**src/rtl/ov7670_stream_gen.sv**
```systemverilog
// OV7670-style camera stream generator: emits PCLK/VSYNC/HREF/D in RGB444
// (two bytes per pixel) with selectable test patterns, pclk = clk/2.
module ov7670_stream_gen #(
  parameter int unsigned IMG_WIDTH   = 640,
  parameter int unsigned IMG_HEIGHT  = 480,
  parameter int unsigned H_BLANK     = 288,
  parameter int unsigned VSYNC_LINES = 3,
  parameter int unsigned V_BACK      = 17,
  parameter int unsigned V_FRONT     = 10,
  parameter int unsigned STRIPE_H    = 32
) (
  input  logic        clk,
  input  logic        rst,
  input  logic        enable,
  input  logic [1:0]  pattern,
  input  logic [11:0] solid_rgb,
  output logic        pclk,
  output logic        vsync,
  output logic        href,
  output logic [7:0]  d,
  output logic        frame_done,
  output logic [15:0] frame_count,
  output logic        busy
);

  localparam int unsigned ACT_BYTES  = 2 * IMG_WIDTH;
  localparam int unsigned LINE_BYTES = ACT_BYTES + H_BLANK;
  localparam int unsigned BAR_W      = IMG_WIDTH / 8;
  localparam int unsigned BW         = (LINE_BYTES > 1) ? $clog2(LINE_BYTES) : 1;
  localparam int unsigned LMAX_A     = (VSYNC_LINES > V_BACK) ? VSYNC_LINES : V_BACK;
  localparam int unsigned LMAX_B     = (IMG_HEIGHT > V_FRONT) ? IMG_HEIGHT : V_FRONT;
  localparam int unsigned LMAX       = (LMAX_A > LMAX_B) ? LMAX_A : LMAX_B;
  localparam int unsigned LW         = (LMAX > 1) ? $clog2(LMAX) : 1;

  localparam logic [2:0] S_IDLE   = 3'd0;
  localparam logic [2:0] S_VSYNC  = 3'd1;
  localparam logic [2:0] S_VBACK  = 3'd2;
  localparam logic [2:0] S_ACTIVE = 3'd3;
  localparam logic [2:0] S_VFRONT = 3'd4;

  logic [2:0]    state, n_state;
  logic [BW-1:0] byte_cnt, n_byte;
  logic [LW-1:0] line_cnt, n_line, last_line;
  logic          start, advance, frame_end, latch;
  logic [1:0]    pat_q;
  logic [11:0]   solid_q;
  logic          n_vsync, n_href;
  logic [7:0]    n_d;
  logic [11:0]   rgb;
  logic [2:0]    bar;
  logic [31:0]   px_x, px_y;

  // State and position register; all outputs registered here
  always_ff @(posedge clk or posedge rst) begin
    if (rst) begin
      state       <= S_IDLE;
      byte_cnt    <= '0;
      line_cnt    <= '0;
      pclk        <= 1'b0;
      vsync       <= 1'b0;
      href        <= 1'b0;
      d           <= 8'h00;
      frame_done  <= 1'b0;
      frame_count <= 16'h0000;
      busy        <= 1'b0;
      pat_q       <= 2'd0;
      solid_q     <= 12'h000;
    end else begin
      state      <= n_state;
      byte_cnt   <= n_byte;
      line_cnt   <= n_line;
      pclk       <= (state != S_IDLE) ? ~pclk : 1'b0;
      busy       <= (n_state != S_IDLE);
      frame_done <= frame_end;
      if (frame_end) frame_count <= frame_count + 16'd1;
      if (latch) begin
        pat_q   <= pattern;
        solid_q <= solid_rgb;
      end
      if (start || advance) begin
        vsync <= n_vsync;
        href  <= n_href;
        d     <= n_d;
      end
    end
  end

  // Next state / next byte position; advances on each pclk falling edge
  always_comb begin
    n_state   = state;
    n_byte    = byte_cnt;
    n_line    = line_cnt;
    start     = 1'b0;
    advance   = 1'b0;
    frame_end = 1'b0;
    case (state)
      S_VSYNC:  last_line = LW'(VSYNC_LINES - 1);
      S_VBACK:  last_line = LW'(V_BACK - 1);
      S_ACTIVE: last_line = LW'(IMG_HEIGHT - 1);
      default:  last_line = LW'(V_FRONT - 1);
    endcase
    case (state)
      S_IDLE: begin
        if (enable) begin
          n_state = S_VSYNC;
          n_byte  = '0;
          n_line  = '0;
          start   = 1'b1;
        end
      end
      default: begin
        if (pclk) begin
          advance = 1'b1;
          if (byte_cnt == BW'(LINE_BYTES - 1)) begin
            n_byte = '0;
            if (line_cnt == last_line) begin
              n_line = '0;
              case (state)
                S_VSYNC:  n_state = S_VBACK;
                S_VBACK:  n_state = S_ACTIVE;
                S_ACTIVE: n_state = S_VFRONT;
                default: begin
                  frame_end = 1'b1;
                  n_state   = enable ? S_VSYNC : S_IDLE;
                end
              endcase
            end else begin
              n_line = line_cnt + LW'(1);
            end
          end else begin
            n_byte = byte_cnt + BW'(1);
          end
        end
      end
    endcase
    latch = start | (frame_end & enable);
  end

  // Output values for the next byte position, including pattern colour
  always_comb begin
    n_vsync = (n_state == S_VSYNC);
    n_href  = (n_state == S_ACTIVE) && (n_byte < BW'(ACT_BYTES));
    px_x    = 32'(n_byte) >> 1;
    px_y    = 32'(n_line);
    bar     = 3'(px_x / BAR_W);
    rgb     = 12'h000;
    n_d     = 8'h00;
    case (pat_q)
      2'd0: begin
        case (bar)
          3'd0: rgb = 12'hFFF;
          3'd1: rgb = 12'hFF0;
          3'd2: rgb = 12'h0FF;
          3'd3: rgb = 12'h0F0;
          3'd4: rgb = 12'hF0F;
          3'd5: rgb = 12'hF00;
          3'd6: rgb = 12'h00F;
          default: rgb = 12'h000;
        endcase
      end
      2'd1: rgb = (((px_y / STRIPE_H) % 2) == 0) ? 12'hFFF : 12'h000;
      2'd2: rgb = {4'((px_x * 16) / IMG_WIDTH), 4'((px_y * 16) / IMG_HEIGHT), frame_count[3:0]};
      default: rgb = solid_q;
    endcase
    if (n_href) n_d = n_byte[0] ? rgb[7:0] : {4'h0, rgb[11:8]};
  end

endmodule

```
**config.mk**
```make
export PLATFORM = sky130hd
export DESIGN_NAME = ov7670_stream_gen
export DESIGN_NICKNAME = d
export VERILOG_FILES = /design/src/rtl/ov7670_stream_gen.sv
export SDC_FILE = /design/constraint.sdc
export NUM_CORES = 1
export LEC_CHECK = 0
export CAP_MARGIN = 20
export CORE_MARGIN = 5
export CORE_UTILIZATION = 47
export DETAILED_ROUTE_END_ITERATION = 12
export PLACE_DENSITY = 0.68
export RECOVER_POWER = 25
export SLEW_MARGIN = 5
export SYNTH_ARGS = -nofsm -noshare
export SYNTH_HDL_FRONTEND = slang
export SYNTH_SLANG_ARGS = --single-unit
```
**constraint.sdc**
```tcl
create_clock -name clk -period 14 [get_ports clk]
set_input_delay 4.2 -clock clk [delete_from_list [all_inputs] [get_ports clk]]
set_output_delay 4.2 -clock clk [all_outputs]
set_load 0.01 [all_outputs]
```
After elaboration in Yosys (flattened, before gate mapping)
Cells that the tools add are included.
Widths: inputs -> output; s select.
Cells by class
  add/sub/neg operators: 3
  div/mod/pow operators: 3
  magnitude comparators: 1
  eq/ne operators: 15
  multiplexer cells: 32
  bitwise logic cells: 3
  reduce and logical (&&, ||, !) cells: 9
Operator list (count)
  $pmux 12 s7: 1
  $mux 9: 5
  $mux 11: 4
  $pmux 12 s3: 1
  $div 10x7->32 const B: 1
  $div 13x9->32 const B: 1
  $div 14x10->32 const B: 1
  $logic_not 32->1: 1
  $pmux 9 s3: 1
  $add 16x1->16 const B: 1
  $mux 8: 2
  $eq 3x2->1 const B: 5
  $mux 3: 5
  $mux 12: 1
  $add 11x1->11 const B: 1
  $eq 11x11->1 const B: 1
  $lt 11x11->1 const B: 1
  $mux 1: 11
  $add 9x1->9 const B: 1
  $eq 3x1->1 const B: 3
  $eq 3x3->1 const B: 3
  $eq 9x9->1: 1
  $pmux 3 s3: 1
  $logic_not 3->1: 2
  other kinds (10): 11
Storage, ports and cells
  bits in registers: 66
  input bits: 17
  output and inout port bits: 29
  logic and storage cells: 78

Longest topological paths before layout
  word-level depth: 12
  gate-level depth with buffers: 21
  mapped depth without buffers: 18

Worst setup path after synthesis
OpenSTA, ideal clock, no wires.
  kind: input -> register
  start point: in enable
  end point: reg d[0]
  setup time: 0.126 ns
  data arrival time: 7.734 ns
  required time: 13.874 ns
  path slack: 6.140 ns
  cell stages on the path: 17
  path buffers: 2
  cell sequence: nor4_1 nand2_1 and3_1 clkbuf_1 clkbuf_1 nand2_1 ha_1 nand2b_1 nand2_1 nand4_1 a2111o_1 a21oi_1 xnor2_1 nand3_1 a211oi_2 nand3_1 a221o_1
Between the ends
  word-level cells in the longest chain between the ends: 9
  elaborated cells on any way between the ends: 32
  classes of those cells: div (2); order compare (1); eq/ne (7); mux (18); reduce/logical (4)
Ends and longest elaborated chain
  start, declared: line 14  | input logic enable,
  branches (longest 9 deep; another with $div 14x10->32)
  end signal, assigned: line 83  | d <= n_d;
  end, declared: line 20  | output logic [7:0] d,
Several ways; the timed one is not identified.
A chain may end at the register's enable or synchronous reset.

Final worst setup path
Ends and elaborated chain as after synthesis.

==> impl_metrics.toml <==
[floorplanning]
die_width_um = 110
dieArea_um2 = 12100
start_util = 0.481
core_area_um2 = 9730
ios = 46
chipHeight_um = 110
rows = 36

[setup_path]
r2r_end = "d[0]$_DFFE_PP0P_"
cp_cell_sequence = "dlygate4sd3_1 -> nand2_1 -> nand2_1 -> o21a_1 -> inv_1 -> ha_1 -> nor2b_1 -> a31oi_1 -> a31oi_1 -> o22ai_1 -> mux2i_1 -> nand4_2 -> and4b_1 -> a31o_1 -> a211oi_2 -> nand3_1 -> a221o_1"
path_depth = 17
worstRegToRegCells = 18
startpoint_type = "input port"
critPathSlowestCell = "dlygate4sd3_1"
crit_path_end_kind = "register"
cp.arrival_ps = 8770
worst_path_largest_cell_delay_ps = 640
path_buf_inv = 2
crit_type = "in2reg"
crit_family = "compound AO/OA/AOI/OAI gates"
regToRegSetupSlack_ps = 8690
rr_startpoint = "state[2]$_DFF_PP0_"
worstPathRequired_ps = 14240
crit_path_max_fanout = 14

[logic_synthesis]
synth_area_leader_cell = "dfrtp_1"
yosys_warnings = 0
synth_cells = 550
synthTopCellsByArea = "dfrtp_1 (35%), nand2_1 (5.4%), o21ai_0 (3.7%)"
synthTopCellsByCount = "nand2_1 (67), dfrtp_1 (66), o21ai_0 (35)"
synth-main-ff-cell = "dfrtp_1"
async_reset_ff_frac = 1.00
ys_types = 85
synth-seq-cells = 66
yosysSeqAreaShare = 0.353
syn_area_um2 = 4680
yosys.area.top_type_share = 0.353
syn-num-nets = 572
syn_avg_cell_area_um2 = 8.51
yosysMostFrequentCell = "nand2_1"
synth_edf_count = 0

[detailed_routing]
vias_per_cell = 6.12
drc = 0
antenna_left = 0
wl_per_cell_um = 17.5
dr.pass1.iters = 5
drt_iter0_markers = 302
wl_um = 12500
vias = 4384

[clock_tree]
clock_tree.root_cell = "clkbuf_8"
cts_tree = "built"
cts_buffers = 9
clock_path_buffers = 2
cts_resized = 0
post_cts_buffers = 0
cts.sinks = 66
cts_max_level = 3
path_clk_slew_ps = 80
cts_hold_buf = 0
clock_latency_ps = 350

[timing]
slew_headroom = -1.36
max_freq_ghz = 0.117
fin_crit_ps = 8530
hold_violations = 0
tightest_slew_ps = 3540
slew_viol_final = 67
setup_violations = 0
skew_ps = 9.87
fin_setup_tns_ps = 0
fin_crit_sh = 0.609
setup_slack_ps = 5470
rsz0062_at_grt = "false"

[place]
dp_slack_ps = 5330
io_buffers = 45
placed_area_um2 = 5180
place_hpwl_um = 8990
finalWeightedCongestion = 0.956

[run_status]
violations = "capacitance limit, slew limit"
status = "complete, but fails checks"

[final_layout]
multiInputGateArea_um2 = 2810
final_cell_area_um2 = 5400
antenna-diode-count = 0
syn2layout_area_growth_pct = 15.3
final_core_util = 0.555
fillCellCount = 900
drive_above_1_share = 0.0909
regArea_um2 = 1650
nNetsFinal = 600

[global_routing]
grt-ovfl-total = 0
grt_pass1_wl_um = 20500
grt_pass1_vias = 4025
antenna_found_initial = 0
grt_usage = 0.216
grt_max_degree = 67

[pwr]
ir_drop_mv = 0.0496
p_leak_uw = 0.00212
p_per_area_nw_per_um2 = 74.2
power_uw = 401

[worst_hold_path]
min_path_cells = 1
hold_end = "frame_count[15]$_DFFE_PP0P_"
hold_class = "reg2reg"
min_from = "frame_count[15]$_DFFE_PP0P_"

[job]
cap_violations = 1
-- layer usage --
| metal | vias to the layer above | track usage | part of all wire | routed length, um |
|---|---|---|---|---|
| met5 | - | 0 | 0 | 0 |
| met4 | 0 | 0.0641 | 0.013 | 165 |
| met3 | 13 | 0.0458 | 0.074 | 922 |
| met2 | 177 | 0.321 | 0.45 | 5690 |
| met1 | 2083 | 0.315 | 0.46 | 5760 |
| li1 | 2111 | - | - | - |
-- final cells by class --
type / instances / share of cell area
multi-input combinational: 436 / 0.520
clock inverter: 4 / 0.0134
clock buffer: 12 / 0.0306
inverter: 15 / 0.0109
tap: 133 / 0.0308
sequential: 66 / 0.306
timing repair buffer: 50 / 0.0883
-- worst max-delay path by stage --
| stage | startpoint | endpoint |
|---|---|---|
| floorplan | enable | d[0]$_DFFE_PP0P_ |
| finish | enable | d[0]$_DFFE_PP0P_ |
| global placement | enable | d[0]$_DFFE_PP0P_ |
| CTS | enable | d[0]$_DFFE_PP0P_ |
| detailed placement | enable | d[0]$_DFFE_PP0P_ |
| global route | enable | d[0]$_DFFE_PP0P_ |
-- power by group --
group / internal, uW / total [uW] / switching, uW
logic: 7.40 / 15.4 / 8.04
registers: 193 / 195 / 2.05
clock network: 115 / 190 / 75.7
-- sequential cells by signal (all words and copies together), names as in the netlist --
register     flops
vsync            1
busy             1
solid_q         12
frame_done       1
href             1
line_cnt         9
state            3
d                8
frame_count     16
pclk             1
byte_cnt        11
pat_q            2
-- cells by family after synthesis --
group / share of synthesized area
AOI/OAI and AO/OA: 0.244
and+or+nand+nor: 0.246
adders and majority gates: 0.0176
muxes: 0.0470
buffers and inverters: 0.0454
xor gates and xnor gates: 0.0468
DFF: 0.353
-- cell usage in the layout, fill, tap and decap left out, types with 3 or more instances in the layout --
cell type / Yosys / routed
nor2_1: 28 / 28
a31oi_1: 12 / 12
nand2b_1: 7 / 7
o31ai_1: 8 / 8
o22ai_1: 4 / 4
and3_1: 13 / 13
a211oi_1: 6 / 6
o21ai_0: 35 / 35
a21oi_1: 29 / 29
or4_1: 4 / 5
o21ai_1: 3 / 3
nand3_1: 21 / 21
nor2b_1: 8 / 8
nor4_1: 8 / 9
o211ai_1: 11 / 11
or3_1: 10 / 10
mux2_2: 15 / 15
clkbuf_8: 0 / 12
nand4_1: 16 / 16
xor2_1: 9 / 9
inv_1: 12 / 11
o21a_1: 6 / 6
ha_1: 5 / 5
nand2_1: 67 / 67
xnor2_1: 16 / 16
clkdlybuf4s50_1: 0 / 43
or2_2: 3 / 3
mux2i_1: 4 / 4
clkbuf_1: 23 / 3
and2_1: 7 / 7
nor3_1: 14 / 14
dfrtp_1: 66 / 66
a21o_1: 5 / 5
-- metrics by stage --
| stage | cells | hold WS [ps] |
|---|---|---|
| 3_3_place_gp | 700 | 457 |
| 2_1_floorplan | 550 | 475 |
| 4_1_cts | 716 | 476 |
| 6_report | 716 | 477 |
| 5_1_grt | 716 | 499 |
| 3_5_place_dp | 700 | 461 |
Note: power is estimated with default switching activity, not from simulation.
